**config.mk**
```make
export PLATFORM = sky130hd
export DESIGN_NAME = imu_burst_reader
export DESIGN_NICKNAME = d
export VERILOG_FILES = /design/src/rtl/imu_pkg.sv /design/src/rtl/imu_burst_reader.sv
export SDC_FILE = /design/constraint.sdc
export NUM_CORES = 1
export LEC_CHECK = 0
export CAP_MARGIN = 20
export CORE_UTILIZATION = 35
export CTS_BUF_LIST = sky130_fd_sc_hd__clkbuf_4
export CTS_CLUSTER_DIAMETER = 120
export DETAILED_ROUTE_END_ITERATION = 7
export PLACE_DENSITY = 0.56
export SLEW_MARGIN = 10
export SYNTH_ARGS = -nofsm -noshare
export SYNTH_HDL_FRONTEND = slang
export SYNTH_SLANG_ARGS = --single-unit
export TNS_END_PERCENT = 10
```
**constraint.sdc**
```tcl
create_clock -name clk -period 4.7 [get_ports clk]
set_clock_uncertainty 0.2 [all_clocks]
set_input_delay 0.705 -clock clk [delete_from_list [all_inputs] [get_ports clk]]
set_output_delay 0.705 -clock clk [all_outputs]
set_load 0.01 [all_outputs]
```
**src/rtl/imu_pkg.sv**
```systemverilog
// ---------------------------------------------------------------------------
// imu_pkg
// Shared definitions for the IMU burst reader: the sequencer state encoding,
// the SPI read-command flag and the dummy byte clocked out while reading.
// ---------------------------------------------------------------------------
package imu_pkg;

  typedef enum logic [2:0] {
    ST_IDLE     = 3'd0,
    ST_CS_SETUP = 3'd1,
    ST_ADDR     = 3'd2,
    ST_BYTE     = 3'd3,
    ST_CS_HOLD  = 3'd4,
    ST_PUBLISH  = 3'd5
  } imu_state_e;

  // Bit 7 of the first byte selects a register read on the IMU.
  localparam logic [7:0] IMU_READ_BIT   = 8'h80;
  // Clocked out while the slave shifts data back.
  localparam logic [7:0] IMU_DUMMY_BYTE = 8'h00;

  function automatic logic [7:0] imu_read_cmd(input logic [7:0] addr);
    return addr | IMU_READ_BIT;
  endfunction

endpackage

```
**src/rtl/imu_burst_reader.sv**
```systemverilog
// ---------------------------------------------------------------------------
// imu_burst_reader
// On a trigger, selects the IMU, sends a burst-read command for START_ADDR,
// clocks in 2*NUM_AXES data bytes through an external SPI byte master, then
// deselects and publishes all axis words at once (axis 0 in the MSBs).
//
// Optional feature: define IMU_BURST_READER_TIMEOUT_EN to enable a watchdog
// that aborts the burst when spi_done does not arrive within TIMEOUT_CYC
// cycles of the last spi_start. Without it the block waits forever and
// timeout is constant low.
//
// Ports:
//   clk, rst        system clock, asynchronous active-high reset
//   trigger         single-cycle burst request
//   spi_start/tx    byte-transfer request and byte to send (to SPI master)
//   spi_rx/done     received byte and its completion strobe (from master)
//   spi_busy        SPI master busy
//   cs_n            slave chip select, active low
//   sample_valid    one-cycle strobe, sample_data just updated
//   sample_data     16*NUM_AXES bits of big-endian axis words
//   busy            burst in progress
//   overrun         sticky: trigger seen while busy
//   timeout         sticky: watchdog expired (watchdog build only)
// ---------------------------------------------------------------------------
module imu_burst_reader
  import imu_pkg::*;
#(
  parameter int unsigned NUM_AXES    = 3,
  parameter logic [7:0]  START_ADDR  = 8'h3B,
  parameter int unsigned CS_GUARD    = 4,
  parameter int unsigned TIMEOUT_CYC = 1023
) (
  input  logic                     clk,
  input  logic                     rst,
  input  logic                     trigger,
  output logic                     spi_start,
  output logic [7:0]               spi_tx,
  input  logic [7:0]               spi_rx,
  input  logic                     spi_busy,
  input  logic                     spi_done,
  output logic                     cs_n,
  output logic                     sample_valid,
  output logic [16*NUM_AXES-1:0]   sample_data,
  output logic                     busy,
  output logic                     overrun,
  output logic                     timeout
);

  localparam int unsigned DATA_W    = 16 * NUM_AXES;
  localparam int unsigned NUM_BYTES = 2 * NUM_AXES;
  localparam int unsigned BCNT_W    = $clog2(NUM_BYTES + 1);
  localparam int unsigned GCNT_W    = (CS_GUARD > 0) ? $clog2(CS_GUARD + 1) : 1;
  localparam logic [BCNT_W-1:0] LAST_BYTE = BCNT_W'(NUM_BYTES - 1);

  imu_state_e          state_q;
  logic                cs_n_q;
  logic                spi_start_q;
  logic [7:0]          spi_tx_q;
  logic                sample_valid_q;
  logic [DATA_W-1:0]   sample_data_q;
  logic [DATA_W-1:0]   staging_q;
  logic                busy_q;
  logic                overrun_q;
  logic [BCNT_W-1:0]   byte_cnt_q;
  logic [GCNT_W-1:0]   guard_cnt_q;

  logic [DATA_W-1:0]   staging_d;
  logic [BCNT_W-1:0]   byte_cnt_d;
  logic [GCNT_W-1:0]   guard_cnt_d;
  logic                setup_guard_done;
  logic                hold_guard_done;

  // New bytes enter at the LSB end so the first byte lands in the MSBs.
  assign staging_d   = {staging_q[DATA_W-9:0], spi_rx};
  assign byte_cnt_d  = byte_cnt_q + BCNT_W'(1);
  assign guard_cnt_d = guard_cnt_q + GCNT_W'(1);

  // cs_n falls on the first CS_SETUP cycle and spi_start is registered, so
  // deciding on the CS_GUARD-th setup cycle puts spi_start CS_GUARD cycles
  // after the fall.
  assign setup_guard_done = (32'(guard_cnt_q) + 32'd1) >= CS_GUARD;
  // The hold guard starts the cycle after the last spi_done and cs_n is
  // registered, so one cycle fewer is spent in CS_HOLD.
  assign hold_guard_done  = (32'(guard_cnt_q) + 32'd2) >= CS_GUARD;

`ifdef IMU_BURST_READER_TIMEOUT_EN
  localparam int unsigned WD_W = $clog2(TIMEOUT_CYC + 1);
  localparam logic [WD_W-1:0] WD_LAST = WD_W'(TIMEOUT_CYC - 1);
  logic [WD_W-1:0] wd_cnt_q;
  logic            timeout_q;
`endif

  always_ff @(posedge clk or posedge rst) begin
    if (rst) begin
      state_q        <= ST_IDLE;
      cs_n_q         <= 1'b1;
      spi_start_q    <= 1'b0;
      spi_tx_q       <= 8'h00;
      sample_valid_q <= 1'b0;
      sample_data_q  <= '0;
      staging_q      <= '0;
      busy_q         <= 1'b0;
      overrun_q      <= 1'b0;
      byte_cnt_q     <= '0;
      guard_cnt_q    <= '0;
`ifdef IMU_BURST_READER_TIMEOUT_EN
      wd_cnt_q       <= '0;
      timeout_q      <= 1'b0;
`endif
    end else begin
      spi_start_q    <= 1'b0;
      sample_valid_q <= 1'b0;

      // busy_q is high from CS_SETUP through PUBLISH, so a trigger in the
      // PUBLISH cycle is an overrun while the following IDLE cycle is not.
      if (trigger && busy_q) begin
        overrun_q <= 1'b1;
      end

      case (state_q)
        ST_IDLE: begin
          if (trigger) begin
            state_q     <= ST_CS_SETUP;
            cs_n_q      <= 1'b0;
            busy_q      <= 1'b1;
            guard_cnt_q <= '0;
            byte_cnt_q  <= '0;
          end
        end

        ST_CS_SETUP: begin
          if (!setup_guard_done) begin
            guard_cnt_q <= guard_cnt_d;
          end else if (!spi_busy && !spi_done) begin
            // Hold off while the byte master is still occupied.
            spi_start_q <= 1'b1;
            spi_tx_q    <= imu_read_cmd(START_ADDR);
            state_q     <= ST_ADDR;
          end
        end

        ST_ADDR: begin
          // Byte received during the command phase carries no data.
          if (spi_done) begin
            spi_start_q <= 1'b1;
            spi_tx_q    <= IMU_DUMMY_BYTE;
            state_q     <= ST_BYTE;
          end
        end

        ST_BYTE: begin
          if (spi_done) begin
            staging_q <= staging_d;
            if (byte_cnt_q == LAST_BYTE) begin
              byte_cnt_q  <= '0;
              guard_cnt_q <= '0;
              if (CS_GUARD <= 1) begin
                cs_n_q  <= 1'b1;
                state_q <= ST_PUBLISH;
              end else begin
                state_q <= ST_CS_HOLD;
              end
            end else begin
              byte_cnt_q  <= byte_cnt_d;
              spi_start_q <= 1'b1;
              spi_tx_q    <= IMU_DUMMY_BYTE;
            end
          end
        end

        ST_CS_HOLD: begin
          if (hold_guard_done) begin
            cs_n_q  <= 1'b1;
            state_q <= ST_PUBLISH;
          end else begin
            guard_cnt_q <= guard_cnt_d;
          end
        end

        ST_PUBLISH: begin
          sample_data_q  <= staging_q;
          sample_valid_q <= 1'b1;
          busy_q         <= 1'b0;
          state_q        <= ST_IDLE;
        end

        default: begin
          state_q <= ST_IDLE;
          cs_n_q  <= 1'b1;
          busy_q  <= 1'b0;
        end
      endcase

`ifdef IMU_BURST_READER_TIMEOUT_EN
      // Reloading on spi_done gives a count of zero in the following
      // spi_start cycle, so expiry lands TIMEOUT_CYC cycles after spi_start.
      // These assignments follow the case so an abort overrides it.
      if (state_q == ST_ADDR || state_q == ST_BYTE) begin
        if (spi_done) begin
          wd_cnt_q <= '0;
        end else if (wd_cnt_q == WD_LAST) begin
          timeout_q  <= 1'b1;
          cs_n_q     <= 1'b1;
          busy_q     <= 1'b0;
          staging_q  <= '0;
          byte_cnt_q <= '0;
          state_q    <= ST_IDLE;
        end else begin
          wd_cnt_q <= wd_cnt_q + WD_W'(1);
        end
      end else begin
        wd_cnt_q <= '0;
      end
`endif
    end
  end

  assign spi_start    = spi_start_q;
  assign spi_tx       = spi_tx_q;
  assign cs_n         = cs_n_q;
  assign sample_valid = sample_valid_q;
  assign sample_data  = sample_data_q;
  assign busy         = busy_q;
  assign overrun      = overrun_q;

`ifdef IMU_BURST_READER_TIMEOUT_EN
  assign timeout = timeout_q;
`else
  // Watchdog compiled out: constant low. TIMEOUT_CYC is folded in only so
  // the parameter is consumed in this build as well.
  assign timeout = 1'b0 & (TIMEOUT_CYC != 0);
`endif

endmodule
```
### After elaboration in Yosys (flattened, before gate mapping)

Index checks and enable logic that the tools add are counted.

| word-level totals | value |
|---|---|
| bits in read-only memories | 0 |
| input port bits | 13 |
| flip-flop bits (word level) | 118 |
| output and inout bits | 62 |
| RAM bits | 0 |
| latch bits | 0 |
| memories kept | 0 |
| logic and storage cells | 87 |

| cells by class | value |
|---|---|
| multiplexer cells | 35 |
| multipliers | 0 |
| shift operators | 0 |
| bitwise gates (word level) | 2 |
| divide/modulo/power cells | 0 |
| $lt $le $gt $ge | 2 |
| reduce and logical (&&, ||, !) cells | 17 |
| add/sub/neg operators | 4 |
| eq/ne operators | 16 |

Operators by type and width:

| cell | count |
|---|---|
| 3-bit 2-to-1 mux | 14 |
| 8-bit 2-to-1 mux | 5 |
| 8-bit case mux with 3 select lines | 1 |
| 2-bit != test, second input constant | 10 |
| 3-bit case mux with 5 select lines | 1 |
| 3-bit case mux with 4 select lines | 1 |
| 6-bit AND reduction | 2 |
| 3-bit == test, second input constant | 3 |
| 1-bit 2-to-1 mux | 9 |
| 4-bit by 3-bit >= comparator with 1-bit output, second input constant | 2 |
| 4-bit OR reduction | 2 |
| 7-bit AND reduction | 1 |
| 3-bit by 1-bit adder with 3-bit output, second input constant | 2 |
| 3-bit by 2-bit == test with 1-bit output, second input constant | 2 |
| 1-bit case mux with 3 select lines | 2 |
| 3-bit case mux with 2 select lines | 1 |
| 3-bit AND reduction | 2 |
| 3-bit by 1-bit adder with 4-bit output, second input constant | 1 |
| 3-bit by 2-bit adder with 4-bit output, second input constant | 1 |
| 2-bit AND reduction | 2 |
| 4-bit nonzero test | 1 |
| 3-bit by 1-bit == test with 1-bit output, second input constant | 1 |
| 3-bit logical NOT | 1 |
| 3-bit nonzero test | 1 |
| 5 further kinds | 8 |

### Longest topological paths before layout

Gate-level depths: netlist (run 1).

| logic depth | value |
|---|---|
| depth after elaboration | 5 |
| depth in mapped cells | 6 |
| gate-level depth less buffers | 5 |

### Worst setup path after synthesis (run 1)

No wires, ideal clock.

| timing | value |
|---|---|
| kind | register to register |
| start | reg guard_cnt_q[1] |
| end | reg guard_cnt_q[2] |
| cell stages (with the launch flop) | 6 |
| setup slack | 2.894 ns |
| setup time | 0.128 ns |
| required time | 4.372 ns |
| data arrival time | 1.477 ns |
| path buffers | 0 |
| period minus slack after synthesis | 1.806 ns |
| path through | dfrtp_1 ha_1 a21boi_1 a2111o_1 a211oi_1 a211oi_1 |

| on the way | value |
|---|---|
| longest elaborated chain between the ends | 4 |
| elaborated cells between the ends (all ways) | 11 |
| those cells by class | add/sub (3); order compare (2); eq/ne (2); mux (3); reduce/logical (1) |

RTL lines:

| item | line | text |
|---|---|---|
| from (decl) | imu_burst_reader.sv:65 | `logic [GCNT_W-1:0] guard_cnt_q;` |
| from (signal assigned) | imu_burst_reader.sv:133 | `guard_cnt_q <= guard_cnt_d;` |
| from (signal assigned) | imu_burst_reader.sv:176 | `guard_cnt_q <= guard_cnt_d;` |
| 3-bit by 2-bit adder with 4-bit output or 3-bit by 1-bit adder with 4-bit output (tied branches) | imu_burst_reader.sv:84, imu_burst_reader.sv:81 |  |
| 4-bit by 3-bit >= comparator with 1-bit output, on equally long branches | imu_burst_reader.sv:84, imu_burst_reader.sv:81 |  |
| 2-bit != test (no line) | - |  |
| 6-bit AND reduction (no line) | - |  |

Parallel ways exist; a longest one is shown, timed or not. The select of a mux whose other input is x is not followed.
A chain may end at the register's enable or synchronous reset.

### Final worst setup path (run 1)

| timing | value |
|---|---|
| start | reg state_q[2] |
| end | reg staging_q[15] |

| on the way | value |
|---|---|
| longest elaborated chain between the ends | 2 |

RTL lines:

| item | line | text |
|---|---|---|
| from (decl) | imu_burst_reader.sv:55 | `imu_state_e state_q;` |
| from (signal assigned) | imu_burst_reader.sv:95 | `state_q <= ST_IDLE;` |
| from (signal assigned) | imu_burst_reader.sv:123 | `state_q <= ST_CS_SETUP;` |
| from (signal assigned) | imu_burst_reader.sv:138 | `state_q <= ST_ADDR;` |
| 3-bit by 2-bit == test with 1-bit output | imu_burst_reader.sv:120 | `case (state_q)` |
| 2-bit AND reduction (no line) | - |  |
| to (signal assigned) | imu_burst_reader.sv:153 | `staging_q <= staging_d;` |
| to (decl) | imu_burst_reader.sv:61 | `logic [DATA_W-1:0] staging_q;` |

No other way between the ends.

==> impl_metrics.env, run 1 <==
export IMPL_status="complete, no violations"
export IMPL_drtIter0Drc=109
export IMPL_slew_headroom=0.414
export IMPL_core_area_mm2=0.0126
export IMPL_nFillCells=1206
export IMPL_root_buffer="clkbuf_4"
export IMPL_grt_start_max_net_pins=62
export IMPL_power_density_mw_per_mm2=506
export IMPL_required_ps=4850
export IMPL_cp_data_arrival_time_ps=2990
export IMPL_post_drt_via_cell_ratio=4.72
export IMPL_nets=388
export IMPL_postCtsSetupRepairBufs=0
export IMPL_placed_cell_area_mm2=0.00534
export IMPL_comb_power_share=0.274
export IMPL_worst_slew_pin_slew_ps=879
export IMPL_grt_pass1_vias=2665
export IMPL_synth_most_common_cell="dfrtp_1"
export IMPL_cp_max_fo=36
export IMPL_synth_adder_area_share=0.00276
export IMPL_io_buffers=71
export IMPL_drive_gt1_frac=0.331
export IMPL_io_pins=75
export IMPL_fin_crit_ps=2850
export IMPL_synthTopCellsByCount="dfrtp_1, mux2_2, buf_2, o21ai_0, buf_4"
export IMPL_synthMuxAreaShare=0.246
export IMPL_vias=2594
export IMPL_numCtsBuffers=9
export IMPL_final_hold_viol_count=0
export IMPL_startpoint_type="flop"
export IMPL_synth_xor_area_frac=0.00193
export IMPL_cp_startpoint="state_q[2]$_DFFE_PP0P_"
export IMPL_ys_async_sr_fraction=1.00
export IMPL_synthTopCellsByArea="dfrtp_1, mux2_2, mux2_4"
export IMPL_fin_crit_sh=0.606
export IMPL_yosysTopAreaCell="dfrtp_1"
export IMPL_rrSetupSlack_ps=1850
export IMPL_setup_viol_count_final=0
export IMPL_fmax_mhz=351
export IMPL_cap_violations=0
export IMPL_fin_tns_setup_ps=0
export IMPL_start_util=0.359
export IMPL_wire_per_inst_um=14.6
export IMPL_min_path_type="reg2reg"
export IMPL_postCtsHoldBufs=0
export IMPL_insertion_delay_ps=460
export IMPL_grt_pass1_wl_um=13600
export IMPL_p_leak_uw=0.00252
export IMPL_synth_area_per_cell_um2=14.6
export IMPL_dr_pass1_iters=4
export IMPL_crit_end="staging_q[15]$_DFFE_PP0P_"
export IMPL_syn_area_mm2=0.00453
export IMPL_design_area_mm2=0.00550
export IMPL_route_detailed_drc=0
export IMPL_whs_ps=280
export IMPL_p_seq_frac=0.531
export IMPL_antenna_cells=0
export IMPL_drv_slew=0
export IMPL_syn_to_final_growth_pct=21.4
export IMPL_peakVddDrop_v=0.000179
export IMPL_yosysTopAreaCellShare=0.607
export IMPL_synth_simple_area_share=0.0367
export IMPL_reg2reg_from="state_q[2]$_DFFE_PP0P_"
export IMPL_die_width_um=116
export IMPL_r2r_cells=4
export IMPL_end_kind="flop"
export IMPL_antenna_found_initial=0
export IMPL_ys_warnings_count=0
export IMPL_die_y_um=116
export IMPL_postRouteAntennaNets=0
export IMPL_r2r_end="staging_q[15]$_DFFE_PP0P_"
export IMPL_swShare=0.313
export IMPL_synth_edf_count=0
export IMPL_yosys_register_bits=111
export IMPL_synth_compound_area_frac=0.0552
export IMPL_rows=41
export IMPL_h_tree_depth=3
export IMPL_yosysSeqAreaShare=0.613
export IMPL_tritoncts="built"
export IMPL_globalplace_congestion=0.776
export IMPL_cts_sinks=111
export IMPL_crit_type="reg2reg"
export IMPL_synth_top_family_by_area="multiplexers"
export IMPL_clk_pin_slew_ps=160
export IMPL_total_power_uw=2790
export IMPL_synth_distinct_cells=43
export IMPL_drt_total_wl_um=8030
export IMPL_synthFlopType="dfrtp_1"
export IMPL_switchingPower_uw=871
export IMPL_grt_ovfl_total=0
export IMPL_power_internal_uw=1910
export IMPL_cts_max_path_buffers=2
export IMPL_cts_resized=0
export IMPL_syn_inst=310
export IMPL_place_hpwl_um=5360
export IMPL_rsz0062_at_grt="no"
export IMPL_dieArea_mm2=0.0134
export IMPL_p_clk_frac=0.196
export IMPL_grt_usage=0.131
==> worst max-delay path: stages, from the launching register on <==
cell	delay (ps)
dfrtp_1	630
and2b_2	400
nand3_2	680
buf_4	500
mux2_1	330
==> kinds of logic after synthesis <==
kind of cell	after synthesis
flops	111
mux	96
compound gates	37
buf+inv	33
simple gates	30
fa+ha+maj	1
other cells	1
xor+xnor	1
==> layout make-up <==
cell class | instances | area [um2] | share of cell area
clock buffers | 10 | 75.1 | 0.0136
clock inverters | 5 | 88.8 | 0.0161
inverters | 9 | 36.3 | 0.00660
multi-input cells | 168 | 1570 | 0.285
flip-flops and latches | 111 | 2780 | 0.505
well taps | 172 | 215 | 0.0391
repair buffers | 75 | 741 | 0.135
==> sequential cells by signal, indices dropped and copies added (netlist names) <==
register      cells
byte_cnt_q        3
guard_cnt_q       3
cs_n              1
spi_tx            1
spi_start         1
sample_valid      1
sample_data      48
busy              1
overrun           1
state_q           3
staging_q        48
==> power groups by stage <==
stage	Sequential (uW)	Combinational, uW	Clock [uW]
final	1480	762	546
after CTS	1480	773	563
after detailed placement	1510	768	0
after global placement	1500	750	0
after global routing	1530	846	608
after floorplan	1400	622	0
==> cells in the final DEF, fill, tap and decap left out, types with 2 or more instances in the layout <==
cell	synthesis	routed
mux2_2	86	86
a211oi_1	3	3
nand2_1	7	6
o2bb2ai_1	2	2
o21ai_0	11	11
a21o_1	2	2
nor3_1	3	3
inv_1	8	7
nand3_1	3	3
buf_4	10	4
nor2_1	8	8
bufinv_16	0	2
conb_1	1	3
clkbuf_4	0	10
a21oi_1	7	7
mux2_4	9	9
dfrtp_1	110	110
clkdlybuf4s50_1	0	71
==> metrics by stage <==
| step | worst slack, ps | instances | utilization |
|---|---|---|---|
| 2_1_floorplan | 866 | 312 | - |
| 3_3_place_gp | 1430 | 535 | 0.423 |
| 3_5_place_dp | 1420 | 535 | 0.423 |
| 4_1_cts | 1820 | 550 | 0.436 |
| 5_1_grt | 1640 | 550 | 0.436 |
| 6_report | 1850 | 550 | 0.436 |
==> metal layers <==
metal  track usage  up-vias  part of all wire
met3        0.0209        9             0.035
met2         0.185       68              0.44
li1              -     1215                 -
met4        0.0632        0             0.018
met1         0.196     1302              0.50
met5             0        -                 0
==> worst min path at each step <==
| stage | slack (ps) | depth (start not counted) | start | end |
|---|---|---|---|---|
| after floorplan | 270 | 1 | staging_q[40]$_DFFE_PP0P_ | sample_data[40]$_DFFE_PP0P_ |
| after global placement | 240 | 1 | overrun$_DFFE_PP0P_ | overrun$_DFFE_PP0P_ |
| after detailed placement | 250 | 1 | overrun$_DFFE_PP0P_ | overrun$_DFFE_PP0P_ |
| after CTS | 290 | 1 | overrun$_DFFE_PP0P_ | overrun$_DFFE_PP0P_ |
| after global routing | 310 | 1 | overrun$_DFFE_PP0P_ | overrun$_DFFE_PP0P_ |
| final | 280 | 1 | overrun$_DFFE_PP0P_ | overrun$_DFFE_PP0P_ |
Power figures use the tool's default switching activity.
==> inputs of run 2 (changes only) <==
==> constraint.sdc (replaced) <==
create_clock -name clk -period 2.7 [get_ports clk]
set_clock_uncertainty 0.2 [all_clocks]
set_input_delay 0.405 -clock clk [delete_from_list [all_inputs] [get_ports clk]]
set_output_delay 0.405 -clock clk [all_outputs]
set_load 0.01 [all_outputs]
==> impl_metrics.env, run 2 (synthesis results as in run 1) <==
export IMPL_startpoint_type="flop"
export IMPL_register_area_mm2=0.00278
export IMPL_postRouteAntennaNets=0
export IMPL_cp_data_arrival_time_ps=1530
export IMPL_cp_slowest_stage_delay_ps=570
export IMPL_crit_end="cs_n"
export IMPL_power_density_mw_per_mm2=857
export IMPL_r2r_end="sample_data[0]$_DFFE_PP0P_"
export IMPL_worst_path_stages=1
export IMPL_slowest_stage="dfstp_2"
export IMPL_syn_to_final_growth_pct=22.7
export IMPL_wl_met3_um=348
export IMPL_rows=41
export IMPL_grt_ovfl_total=0
export IMPL_status="complete, no violations"
export IMPL_route_detailed_drc=0
export IMPL_fin_tns_setup_ps=0
export IMPL_cts_resized=0
export IMPL_p_leak_uw=0.00254
export IMPL_cp_cell_sequence="clkdlybuf4s50_1"
export IMPL_design_area_mm2=0.00556
export IMPL_cap_violations=0
export IMPL_globalplace_congestion=0.854
export IMPL_core_area_mm2=0.0126
export IMPL_place_hpwl_um=5240
export IMPL_root_buffer="clkbuf_4"
export IMPL_fmax_mhz=468
export IMPL_whs_ps=196
export IMPL_nets=391
export IMPL_required_ps=2100
export IMPL_reg2reg_from="state_q[0]$_DFFE_PP0P_"
export IMPL_drive_gt1_frac=0.338
export IMPL_drt_total_wl_um=7970
export IMPL_wire_per_inst_um=14.4
export IMPL_clk_pin_slew_ps=170
export IMPL_postCtsSetupRepairBufs=0
export IMPL_peakVddDrop_v=0.000338
export IMPL_final_common_cell="dfrtp_1"
export IMPL_multi_input_area_mm2=0.00157
export IMPL_path_delay_family="flip-flops"
export IMPL_fin_crit_ps=2130
export IMPL_cp_startpoint="cs_n$_DFFE_PP1P_"
export IMPL_rsz0062_at_grt="no"
export IMPL_io_pins=75
export IMPL_final_hold_viol_count=0
export IMPL_h_tree_depth=3
export IMPL_wl_met2_um=3530
export IMPL_rrSetupSlack_ps=600
export IMPL_routed_top_layer="met4"
export IMPL_min_path_type="in2async"
export IMPL_grt_start_max_net_pins=86
export IMPL_nFillCells=1214
export IMPL_io_buffers=71
export IMPL_drtIter0Drc=105
export IMPL_insertion_delay_ps=440
export IMPL_cts_sinks=111
export IMPL_post_drt_via_cell_ratio=4.71
export IMPL_crit_buf_inv=1
export IMPL_placed_cell_area_mm2=0.00541
export IMPL_tritoncts="built"
export IMPL_fin_crit_sh=0.791
export IMPL_vias=2615
export IMPL_layout_common_cells="dfrtp_1, mux2_2, clkdlybuf4s50_1"
export IMPL_drt_met1_wl_um=3920
export IMPL_grt_pass1_wl_um=13300
export IMPL_antenna_found_initial=0
export IMPL_dr_pass1_iters=4
export IMPL_dieArea_mm2=0.0134
export IMPL_cp_max_fo=3
export IMPL_postCtsHoldBufs=0
export IMPL_cts_max_path_buffers=2
export IMPL_grt_usage=0.130
export IMPL_grt_pass1_vias=2595
export IMPL_numCtsBuffers=9
export IMPL_die_width_um=116
export IMPL_r2r_cells=5
export IMPL_setup_viol_count_final=0
export IMPL_crit_type="reg2out"
export IMPL_start_util=0.359
export IMPL_die_y_um=116
export IMPL_end_kind="primary output"
export IMPL_drv_slew=0
export IMPL_utilization=0.441
==> run 2: report_power, final <==
group          switching [uW]  internal [uW]  leakage (uW)
combinational             578            814       0.00103
sequential                381           2150       0.00143
clock                     535            314     0.0000756
total                    1490           3270       0.00254
==> run 2: worst reg2reg max path: stages, from the launching register on <==
cell and delay, ps:
dfrtp_1 640, inv_2 120, nor2_1 170, nand2_2 290, buf_12 270, mux2_4 320
==> run 2: worst min-delay path by stage <==
stage                                         start                          end  slack, ps  cells after the start
after global routing                            rst     staging_q[6]$_DFFE_PP0P_        190                      3
final                                           rst     staging_q[6]$_DFFE_PP0P_        200                      3
after CTS                                       rst     staging_q[6]$_DFFE_PP0P_        170                      3
after floorplan           staging_q[40]$_DFFE_PP0P_  sample_data[40]$_DFFE_PP0P_        270                      1
after detailed placement        overrun$_DFFE_PP0P_          overrun$_DFFE_PP0P_        250                      1
after global placement          overrun$_DFFE_PP0P_          overrun$_DFFE_PP0P_        240                      1
==> run 2: cell type report <==
type | count | share of cell area
clock inverter | 5 | 0.0117
tap | 172 | 0.0387
timing repair buffer | 78 | 0.146
sequential | 111 | 0.500
inverter | 9 | 0.00675
multi-input combinational | 168 | 0.282
clock buffer | 11 | 0.0148
antenna | 1 | 0.000450
==> run 2: layer usage <==
layer,global-route usage,vias up
met3,0.0262,12
met5,0,-
li1,-,1232
met1,0.182,1303
met4,0.0658,0
met2,0.190,68
==> run 2: through the flow <==
stage / instances / worst slack, ps / power (uW)
final: 555 / 565 / 4770
after CTS: 554 / 526 / 4830
after global routing: 554 / 462 / 5110
after detailed placement: 538 / 491 / 3980
after global placement: 538 / 541 / 3910
after floorplan: 312 / 752 / 3530
